==> src/rtl/fib_sequence_engine.sv <==
// rtl/fib_sequence_engine.sv - Fibonacci table sequencer driving a memory port and an external adder
//
// Purpose: on an accepted start, fills memory from BASE_ADDR with F(0)..F(N-1).
//   For each term i it reads F(i-2) and F(i-1), presents them to an external
//   combinational adder, and writes the sum back as F(i). The run ends early
//   with a sticky overflow flag if the unsigned sum wraps.
// Optional feature: macro FIB_SEED_WRITE_EN. When defined, the engine writes
//   the seeds F(0)=0 and F(1)=1 itself. When undefined, those two words must
//   already be in memory and the engine goes straight to the term loop.
// Ports:
//   clockSignal, resetSignal     rising-edge clock, asynchronous active-low reset
//   start, termCount             run request (sampled in IDLE) and term count N
//   busy, done, overflow         run status, one-cycle completion pulse, sticky wrap flag
//   readMemorySignal,
//   writeMemorySignal, address,
//   dataToWrite, dataRead        memory master port
//   operand1, operand2,
//   outputSum                    external adder operands and its combinational sum
module fib_sequence_engine #(
  parameter int DATA_WIDTH  = 32,
  parameter int ADDR_WIDTH  = 32,
  parameter int BASE_ADDR   = 0,
  parameter int COUNT_WIDTH = 8
) (
  input  logic                   clockSignal,
  input  logic                   resetSignal,
  input  logic                   start,
  input  logic [COUNT_WIDTH-1:0] termCount,
  output logic                   busy,
  output logic                   done,
  output logic                   overflow,
  output logic                   readMemorySignal,
  output logic                   writeMemorySignal,
  output logic [ADDR_WIDTH-1:0]  address,
  output logic [DATA_WIDTH-1:0]  dataToWrite,
  input  logic [DATA_WIDTH-1:0]  dataRead,
  output logic [DATA_WIDTH-1:0]  operand1,
  output logic [DATA_WIDTH-1:0]  operand2,
  input  logic [DATA_WIDTH-1:0]  outputSum
);

  typedef enum logic [3:0] {
    S_IDLE,
    S_SEED0,
    S_SEED1,
    S_RDA,
    S_RDA_W,
    S_RDB,
    S_RDB_W,
    S_ADD,
    S_WR,
    S_FIN
  } state_t;

  localparam logic [COUNT_WIDTH-1:0] CNT_ONE = COUNT_WIDTH'(1);
  localparam logic [COUNT_WIDTH-1:0] CNT_TWO = COUNT_WIDTH'(2);

  state_t                 state_q;
  logic [COUNT_WIDTH-1:0] i_q;
  logic [COUNT_WIDTH-1:0] n_q;
  logic                   busy_q;
  logic                   done_q;
  logic                   overflow_q;
  logic                   rd_en_q;
  logic                   wr_en_q;
  logic [ADDR_WIDTH-1:0]  address_q;
  logic [DATA_WIDTH-1:0]  wdata_q;
  logic [DATA_WIDTH-1:0]  operand1_q;
  logic [DATA_WIDTH-1:0]  operand2_q;

  logic [COUNT_WIDTH-1:0] i_d;
  logic [COUNT_WIDTH-1:0] n_d;

  // Index of the term after the one being written this cycle.
  assign i_d = i_q + CNT_ONE;
  // N of 0 or 1 still produces the two seed terms, so clamp to 2.
  assign n_d = (termCount < CNT_TWO) ? CNT_TWO : termCount;

  function automatic logic [ADDR_WIDTH-1:0] term_addr(input logic [COUNT_WIDTH-1:0] idx);
    return ADDR_WIDTH'(BASE_ADDR) + ADDR_WIDTH'(idx);
  endfunction

  always_ff @(posedge clockSignal or negedge resetSignal) begin
    if (!resetSignal) begin
      state_q    <= S_IDLE;
      i_q        <= '0;
      n_q        <= '0;
      busy_q     <= 1'b0;
      done_q     <= 1'b0;
      overflow_q <= 1'b0;
      rd_en_q    <= 1'b0;
      wr_en_q    <= 1'b0;
      address_q  <= '0;
      wdata_q    <= '0;
      operand1_q <= '0;
      operand2_q <= '0;
    end else begin
      // Strobes are only held where a state re-asserts them below.
      done_q  <= 1'b0;
      rd_en_q <= 1'b0;
      wr_en_q <= 1'b0;

      case (state_q)
        S_IDLE: begin
          if (start) begin
            n_q        <= n_d;
            i_q        <= CNT_TWO;
            overflow_q <= 1'b0;
`ifdef FIB_SEED_WRITE_EN
            state_q    <= S_SEED0;
            busy_q     <= 1'b1;
            wr_en_q    <= 1'b1;
            address_q  <= term_addr('0);
            wdata_q    <= '0;
`else
            if (n_d == CNT_TWO) begin
              // Seeds are preloaded and nothing is left to compute.
              state_q <= S_FIN;
              done_q  <= 1'b1;
              busy_q  <= 1'b0;
            end else begin
              state_q   <= S_RDA;
              busy_q    <= 1'b1;
              rd_en_q   <= 1'b1;
              address_q <= term_addr('0);
            end
`endif
          end
        end

`ifdef FIB_SEED_WRITE_EN
        S_SEED0: begin
          state_q   <= S_SEED1;
          wr_en_q   <= 1'b1;
          address_q <= term_addr(CNT_ONE);
          wdata_q   <= DATA_WIDTH'(1);
        end

        S_SEED1: begin
          if (n_q == CNT_TWO) begin
            state_q <= S_FIN;
            done_q  <= 1'b1;
            busy_q  <= 1'b0;
          end else begin
            state_q   <= S_RDA;
            rd_en_q   <= 1'b1;
            address_q <= term_addr(i_q - CNT_TWO);
          end
        end
`endif

        // Each read is held for two cycles so a registered memory also works.
        S_RDA: begin
          state_q <= S_RDA_W;
          rd_en_q <= 1'b1;
        end

        S_RDA_W: begin
          operand1_q <= dataRead;
          state_q    <= S_RDB;
          rd_en_q    <= 1'b1;
          address_q  <= term_addr(i_q - CNT_ONE);
        end

        S_RDB: begin
          state_q <= S_RDB_W;
          rd_en_q <= 1'b1;
        end

        S_RDB_W: begin
          operand2_q <= dataRead;
          state_q    <= S_ADD;
        end

        S_ADD: begin
          // An unsigned sum smaller than an addend means it wrapped.
          if (outputSum < operand1_q) begin
            overflow_q <= 1'b1;
            state_q    <= S_FIN;
            done_q     <= 1'b1;
            busy_q     <= 1'b0;
          end else begin
            wdata_q   <= outputSum;
            address_q <= term_addr(i_q);
            wr_en_q   <= 1'b1;
            state_q   <= S_WR;
          end
        end

        S_WR: begin
          i_q <= i_d;
          if (i_d == n_q) begin
            state_q <= S_FIN;
            done_q  <= 1'b1;
            busy_q  <= 1'b0;
          end else begin
            state_q   <= S_RDA;
            rd_en_q   <= 1'b1;
            address_q <= term_addr(i_d - CNT_TWO);
          end
        end

        S_FIN: begin
          state_q <= S_IDLE;
        end

        default: begin
          state_q <= S_IDLE;
          busy_q  <= 1'b0;
        end
      endcase
    end
  end

  assign busy              = busy_q;
  assign done              = done_q;
  assign overflow          = overflow_q;
  assign readMemorySignal  = rd_en_q;
  assign writeMemorySignal = wr_en_q;
  assign address           = address_q;
  assign dataToWrite       = wdata_q;
  assign operand1          = operand1_q;
  assign operand2          = operand2_q;

endmodule

==> config.mk <==
export PLATFORM = sky130hd
export DESIGN_NAME = fib_sequence_engine
export DESIGN_NICKNAME = d
export VERILOG_FILES = /design/src/rtl/fib_sequence_engine.sv
export SDC_FILE = /design/constraint.sdc
export NUM_CORES = 1
export LEC_CHECK = 0
export ABC_AREA = 0
export BUFFER_PORTS_ARGS = -buffer_cell sky130_fd_sc_hd__buf_2
export CAP_MARGIN = 10
export CELL_PAD_IN_SITES_DETAIL_PLACEMENT = 1
export CELL_PAD_IN_SITES_GLOBAL_PLACEMENT = 2
export CORE_MARGIN = 5
export CORE_UTILIZATION = 31
export CTS_CLUSTER_SIZE = 14
export DETAILED_ROUTE_END_ITERATION = 16
export PLACE_DENSITY = 0.87
export SLEW_MARGIN = 10
export SYNTH_ARGS = -nofsm -noshare
export SYNTH_HDL_FRONTEND = slang
export SYNTH_SLANG_ARGS = --single-unit
==> constraint.sdc <==
create_clock -name clockSignal -period 3 [get_ports clockSignal]
set_clock_uncertainty 0.15 [all_clocks]
set_input_delay 0.45 -clock clockSignal [delete_from_list [all_inputs] [get_ports clockSignal]]
set_output_delay 0.45 -clock clockSignal [all_outputs]
set_load 0.1 [all_outputs]
==> results of run 1 <==
## final timing paths
check,slack [ps],cells after the start,endpoint
setup / recovery,100,9,address[2]
hold / removal,90,3,n_q[5]
setup reg to reg,100,9,address[2]
hold reg to reg,350,1,address[4]
max in group asynchronous,1500,3,operand1[4]
min in group asynchronous,460,2,dataToWrite[29]
## layout by cell type (no fill, tap or decap), types with 2 or more instances in the layout
master and instances:
o31ai_1 4, dfrtp_2 22, clkinv_4 3, inv_1 39
o211ai_1 2, nor3b_1 2, nor2_1 24, a21o_1 9
ha_1 34, clkbuf_16 17, clkbuf_1 2, nand4_1 10
or3_1 4, buf_4 26, nand3_1 13, buf_2 182
a211oi_1 3, bufinv_16 3, nand2_1 84, and3_4 2
and3_1 2, inv_6 6, xnor2_1 12, o21ai_0 60
conb_1 24, dfrtp_1 107, o221ai_1 3, nand2b_1 4
buf_12 2, a21oi_1 24, xor2_1 5, a31oi_1 5
nor2b_1 3, nor3_1 9, mux2_2 72
## flip-flops by register name, indices dropped and copies added, names as in the netlist
signal             cells
done                   1
busy                   1
dataToWrite           32
i_q                    8
n_q                    8
operand1              32
readMemorySignal       1
operand2              32
writeMemorySignal      1
address                8
overflow               1
state_q                4
## cells by family (layout without fill, tap and decap cells)
logic type	Yosys count	count (layout)	share of synthesized area, %
AND/OR/NAND/NOR	165	165	11.46
adder cells (fa/ha/maj)	34	34	6.354
XOR/XNOR	19	19	2.878
buffers and inverters	97	283	7.419
AO/OA/AOI/OAI	124	124	11.19
flip-flops	129	129	48.22
other	1	24	0.05601
multiplexers	74	74	12.43
## layer usage
metal	GRT usage, %	vias to the layer above	share of wire (%)
li1	-	2573	-
met1	21.00	2677	42
met2	29.35	140	50
met3	6.626	17	6.8
met4	3.512	2	0.95
met5	0	-	0.063
## worst max-delay path, cell delays in order, from the launching register on
cell,delay (ps)
dfrtp_2,410
inv_1,90
ha_1,260
a2111oi_4,320
o32ai_1,150
o41a_1,370
buf_4,150
or3_4,370
o21ai_4,140
mux2_2,380
## through the flow
stage          hold slack [ps]  TNS [ps]
6_report                 90.20         0
5_1_grt                  78.95    -179.1
4_1_cts                  73.31         0
3_5_place_dp             336.8    -513.9
3_3_place_gp             331.4    -267.0
2_1_floorplan            4.409         0
## cell type report
class                           instances  area [um^2]  share of cell area [%]
Clock buffer                           19        432.9                   5.027
Clock inverter                         13        173.9                   2.019
Inverter                               39        146.4                   1.700
Multi-Input combinational cell        440         3092                   35.90
Sequential cell                       129         3256                   37.80
Tap cell                              275        344.1                   3.995
Timing Repair Buffer                  212         1167                   13.56
## repair_timing
item                                    CTS  global route
endpoints found under the setup margin    6             8
hold endpoints to repair                 59             0
hold buffers                              1             0
pin swaps                                 0             1
resized for setup                         1             2
gates cloned                              0             0
==> impl_metrics.tcl, run 1 <==
set metrics [dict create \
    hold_viol 0 \
    avgSynthCellArea_um2 10.41 \
    status "finished clean" \
    die_w_um 157.0 \
    drc_errors 0 \
    crit_path_start_kind "register" \
    avgViaCountPerCell 4.799 \
    io_buffers 183 \
    synth_area_leader_cell "dfrtp_1" \
    synth_top_area_share_pct 48.22 \
    setup_violations 0 \
    antenna_cells 0 \
    crit_required_ps 3150 \
    max_cap_viol_count 0 \
    final_util_pct 40.71 \
    start_util_pct 31.65 \
    fin_crit_sh_pct 96.76 \
    grt_overflow_total 0 \
    area_growth_pct 28.63 \
    rsz0062_at_grt "true" \
    maxSlewHeadroom_pct 60.02 \
    maxSlewViolCount 0 \
    gp_congestion 0.7604 \
    ys_warn_count 0 \
    hpwl_mm 15.51 \
    placed_cell_area_mm2 0.007970 \
    period_needed_ps 2903 \
    drtIter0Drc 199 \
    clk_latency_ps 420 \
    synth_area_mm2 0.006695 \
    endpoint_kind "register" \
    post-cts-setup-buffers 0 \
    hold_start "termCount[5]" \
    ioPinCount 208 \
    clk_path_buf_depth 2 \
    antenna_found_initial 1 \
    yosys-top-cells-area "dfrtp_1 48%, mux2_2 12%, ha_1 6.4%" \
    ys_seq_elements 129 \
    cp_max_fo 8 \
    fillers 2443 \
    crit_arrival_ps 3050 \
    num_rows 53 \
    syn_inst 643 \
    track_usage_pct 17.27 \
    grt_pass1_vias 6021 \
    dp_slack_ps -77.43 \
    synth_edf_count 0 \
    ant_nets 0 \
    fp.coreArea_mm2 0.02115 \
    numCtsBuffers 17 \
    fin_nets 948 \
    layout-drive-gt1-share_pct 40.85 \
    wl_per_cell_um 18.19 \
    r2r_start "operand1[1]" \
    cts_sinks 129 \
    fp.dieH_um 157.0 \
    cp-startpoint "operand1[1]" \
    drt-pass1-iter-count 4 \
    via_count 5409 \
    synth-seq-area-share_pct 48.22 \
    clk_pin_slew_ps 60 \
    async_reset_ff_share_pct 100.0 \
    yosysUniqueCellTypes 54 \
    synthTopCellsByCount "129 x dfrtp_1, 84 x nand2_1, 72 x mux2_2" \
    cts-root-buf "clkbuf_16" \
    worst_pin_slew_ps 599.8 \
    crit_type "reg2reg" \
    fin_ws_ps 97.21 \
    grt_pass1_wl_mm 33.22 \
    h-tree-depth 4 \
    routed_wl_mm 20.50 \
    synth.most_common_cell "dfrtp_1" \
    fmax_ghz 0.3445 \
    layoutNonFillerInstCount 1127 \
    grt_max_degree 62 \
    dp.cells 1094 \
    design_area_mm2 0.008612 \
    yosys_most_used_dff "dfrtp_1" \
    hold_path_class "in2reg" \
    cts_tree "built" \
    dieArea_mm2 0.02464 \
]
Power of run 1 is not shown: default switching activity piles up to over one toggle a cycle in this logic, so the estimate is an artifact.
==> inputs of run 2 (changes only) <==
--- a/config.mk
+++ b/config.mk
@@ -8,13 +8,11 @@
 export ABC_AREA = 0
 export BUFFER_PORTS_ARGS = -buffer_cell sky130_fd_sc_hd__buf_2
 export CAP_MARGIN = 10
-export CELL_PAD_IN_SITES_DETAIL_PLACEMENT = 1
-export CELL_PAD_IN_SITES_GLOBAL_PLACEMENT = 2
 export CORE_MARGIN = 5
-export CORE_UTILIZATION = 31
+export CORE_UTILIZATION = 52
 export CTS_CLUSTER_SIZE = 14
 export DETAILED_ROUTE_END_ITERATION = 16
-export PLACE_DENSITY = 0.87
+export PLACE_DENSITY = 0.89
 export SLEW_MARGIN = 10
 export SYNTH_ARGS = -nofsm -noshare
 export SYNTH_HDL_FRONTEND = slang
==> run 2 against run 1 <==
Effect of this change:
- cell count decreased by 10%
- global-route usage increased by 7.1 points
- final area decreased by 2.6%
- die area decreased by 38%
- sequential share of layout area increased by 1.0 points
- routed wire length decreased by 12%
- worst setup slack improved by 81 ps
- count of clock-buffer cells in the layout increased by 1
- via count increased by 1.4%
- critical path type unchanged
==> impl_metrics.tcl, run 2 (same netlist as run 1, synthesis figures left out) <==
set metrics [dict create \
    status "finished clean" \
    path_delay_family "compound AO/OA/AOI/OAI gates" \
    endpoint_kind "register" \
    rr_worst_depth 8 \
    maxSlewViolCount 0 \
    crit_arrival_ps 2970 \
    final_cell_mix "182 x buf_2, 107 x dfrtp_1, 84 x nand2_1" \
    num_rows 41 \
    ioPinCount 208 \
    start_util_pct 53.05 \
    crit_buf_inv 0 \
    area_growth_pct 25.32 \
    avgViaCountPerCell 5.409 \
    io_buffers 183 \
    gp_congestion 0.8860 \
    grt_max_degree 65 \
    ant_nets 0 \
    ctsResizeCount 0 \
    cp-startpoint "i_q[0]" \
    max_cap_viol_count 0 \
    fp.coreArea_mm2 0.01262 \
    fp.dieH_um 123.5 \
    drc_errors 0 \
    grt_pass1_wl_mm 28.58 \
    fin_nets 938 \
    register_area_mm2 0.003256 \
    max_stage_delay_ps 420 \
    multi_input_area_mm2 0.003067 \
    clk_pin_slew_ps 60 \
    cp_max_fo 8 \
    post-cts-setup-buffers 0 \
    drtIter0Drc 258 \
    fmax_ghz 0.3544 \
    rsz0062_at_grt "false" \
    rr_endpoint "address[4]" \
    fillers 1014 \
    crit_path_start_kind "register" \
    hold_path_class "in2reg" \
    maxSlewHeadroom_pct 54.39 \
    antenna_found_initial 0 \
    clk_latency_ps 420 \
    path_depth 8 \
    hpwl_mm 13.51 \
    cts_tree "built" \
    r2r_start "i_q[0]" \
    fin_setup_tns_ps 0 \
    period_needed_ps 2821 \
    hold_viol 0 \
    layout-drive-gt1-share_pct 40.02 \
    cpMaxStageDelayCell "dfrtp_1" \
    routed_wl_mm 18.13 \
    via_count 5485 \
    fin_crit_sh_pct 94.05 \
    grt_overflow_total 0 \
    r2r_setup_slack_ps 180 \
    antenna_cells 0 \
    die_w_um 123.5 \
    final_common_cell "buf_2" \
    crit_required_ps 3140 \
    crit_path_end "address[4]" \
    worst_pin_slew_ps 684.2 \
    track_usage_pct 24.39 \
    drt-pass1-iter-count 4 \
    h-tree-depth 4 \
    crit_chain "ha_1, xnor2_2, xor2_1, nand3_1, nor4_2, a31oi_1, o21ai_4, mux2_2" \
    numCtsBuffers 17 \
    setup_violations 0 \
    wl_per_cell_um 17.88 \
    grt_pass1_vias 5699 \
    cts_sinks 129 \
    cts-root-buf "clkbuf_16" \
    clk_path_buf_depth 2 \
    crit_type "reg2reg" \
    dieArea_mm2 0.01524 \
]
-- run 2: stage by stage --
| step | area [um^2] | setup WS, ps | hold WS (ps) | util, % | instances |
|---|---|---|---|---|---|
| 2_1_floorplan | 6809 | 1.184 | 4.409 | - | 666 |
| 3_3_place_gp | 7775 | 106.8 | 325.5 | 61.61 | 981 |
| 3_5_place_dp | 7775 | 87.13 | 337.5 | 61.61 | 981 |
| 4_1_cts | 8391 | 152.1 | 86.38 | 66.49 | 1014 |
| 5_1_grt | 8391 | 7.582 | 93.95 | 66.49 | 1014 |
| 6_report | 8391 | 178.6 | 98.56 | 66.49 | 1014 |
-- run 2: final cells by class --
cell class / count / area share (%)
multi-input cells: 440 / 36.55
well taps: 172 / 2.565
flip-flops and latches: 129 / 38.80
inverters: 39 / 1.745
clock inverters: 12 / 1.894
repair buffers: 202 / 13.12
clock buffers: 20 / 5.324
-- run 2: routing by layer --
layer	global-route usage (%)	part of all wire, %	up-vias
met5	0	0	-
met4	9.204	2.9	0
met3	8.280	7.4	52
met2	42.07	50	201
met1	28.02	39	2684
li1	-	-	2548
-- run 2: repair_timing --
action,CTS,global route
setup endpoints to repair,0,7
hold buffers,1,0
hold endpoints to repair,49,0
-- run 2: worst min-delay path by stage --
stage                            start    endpoint  cells after the start
final                     termCount[7]      n_q[7]                      3
after global routing      termCount[7]      n_q[7]                      3
after CTS                 termCount[7]      n_q[7]                      3
after detailed placement        n_q[0]      n_q[0]                      2
after global placement          i_q[3]      i_q[3]                      1
after floorplan            resetSignal  address[0]                      0
-- run 2: tightest hold or removal path: cells and delay by family --
kind                   cells  cell delay [ps]
buffers and inverters      1               90
AND/OR/NAND/NOR            2               80
Power of run 2 is left out for the same reason.
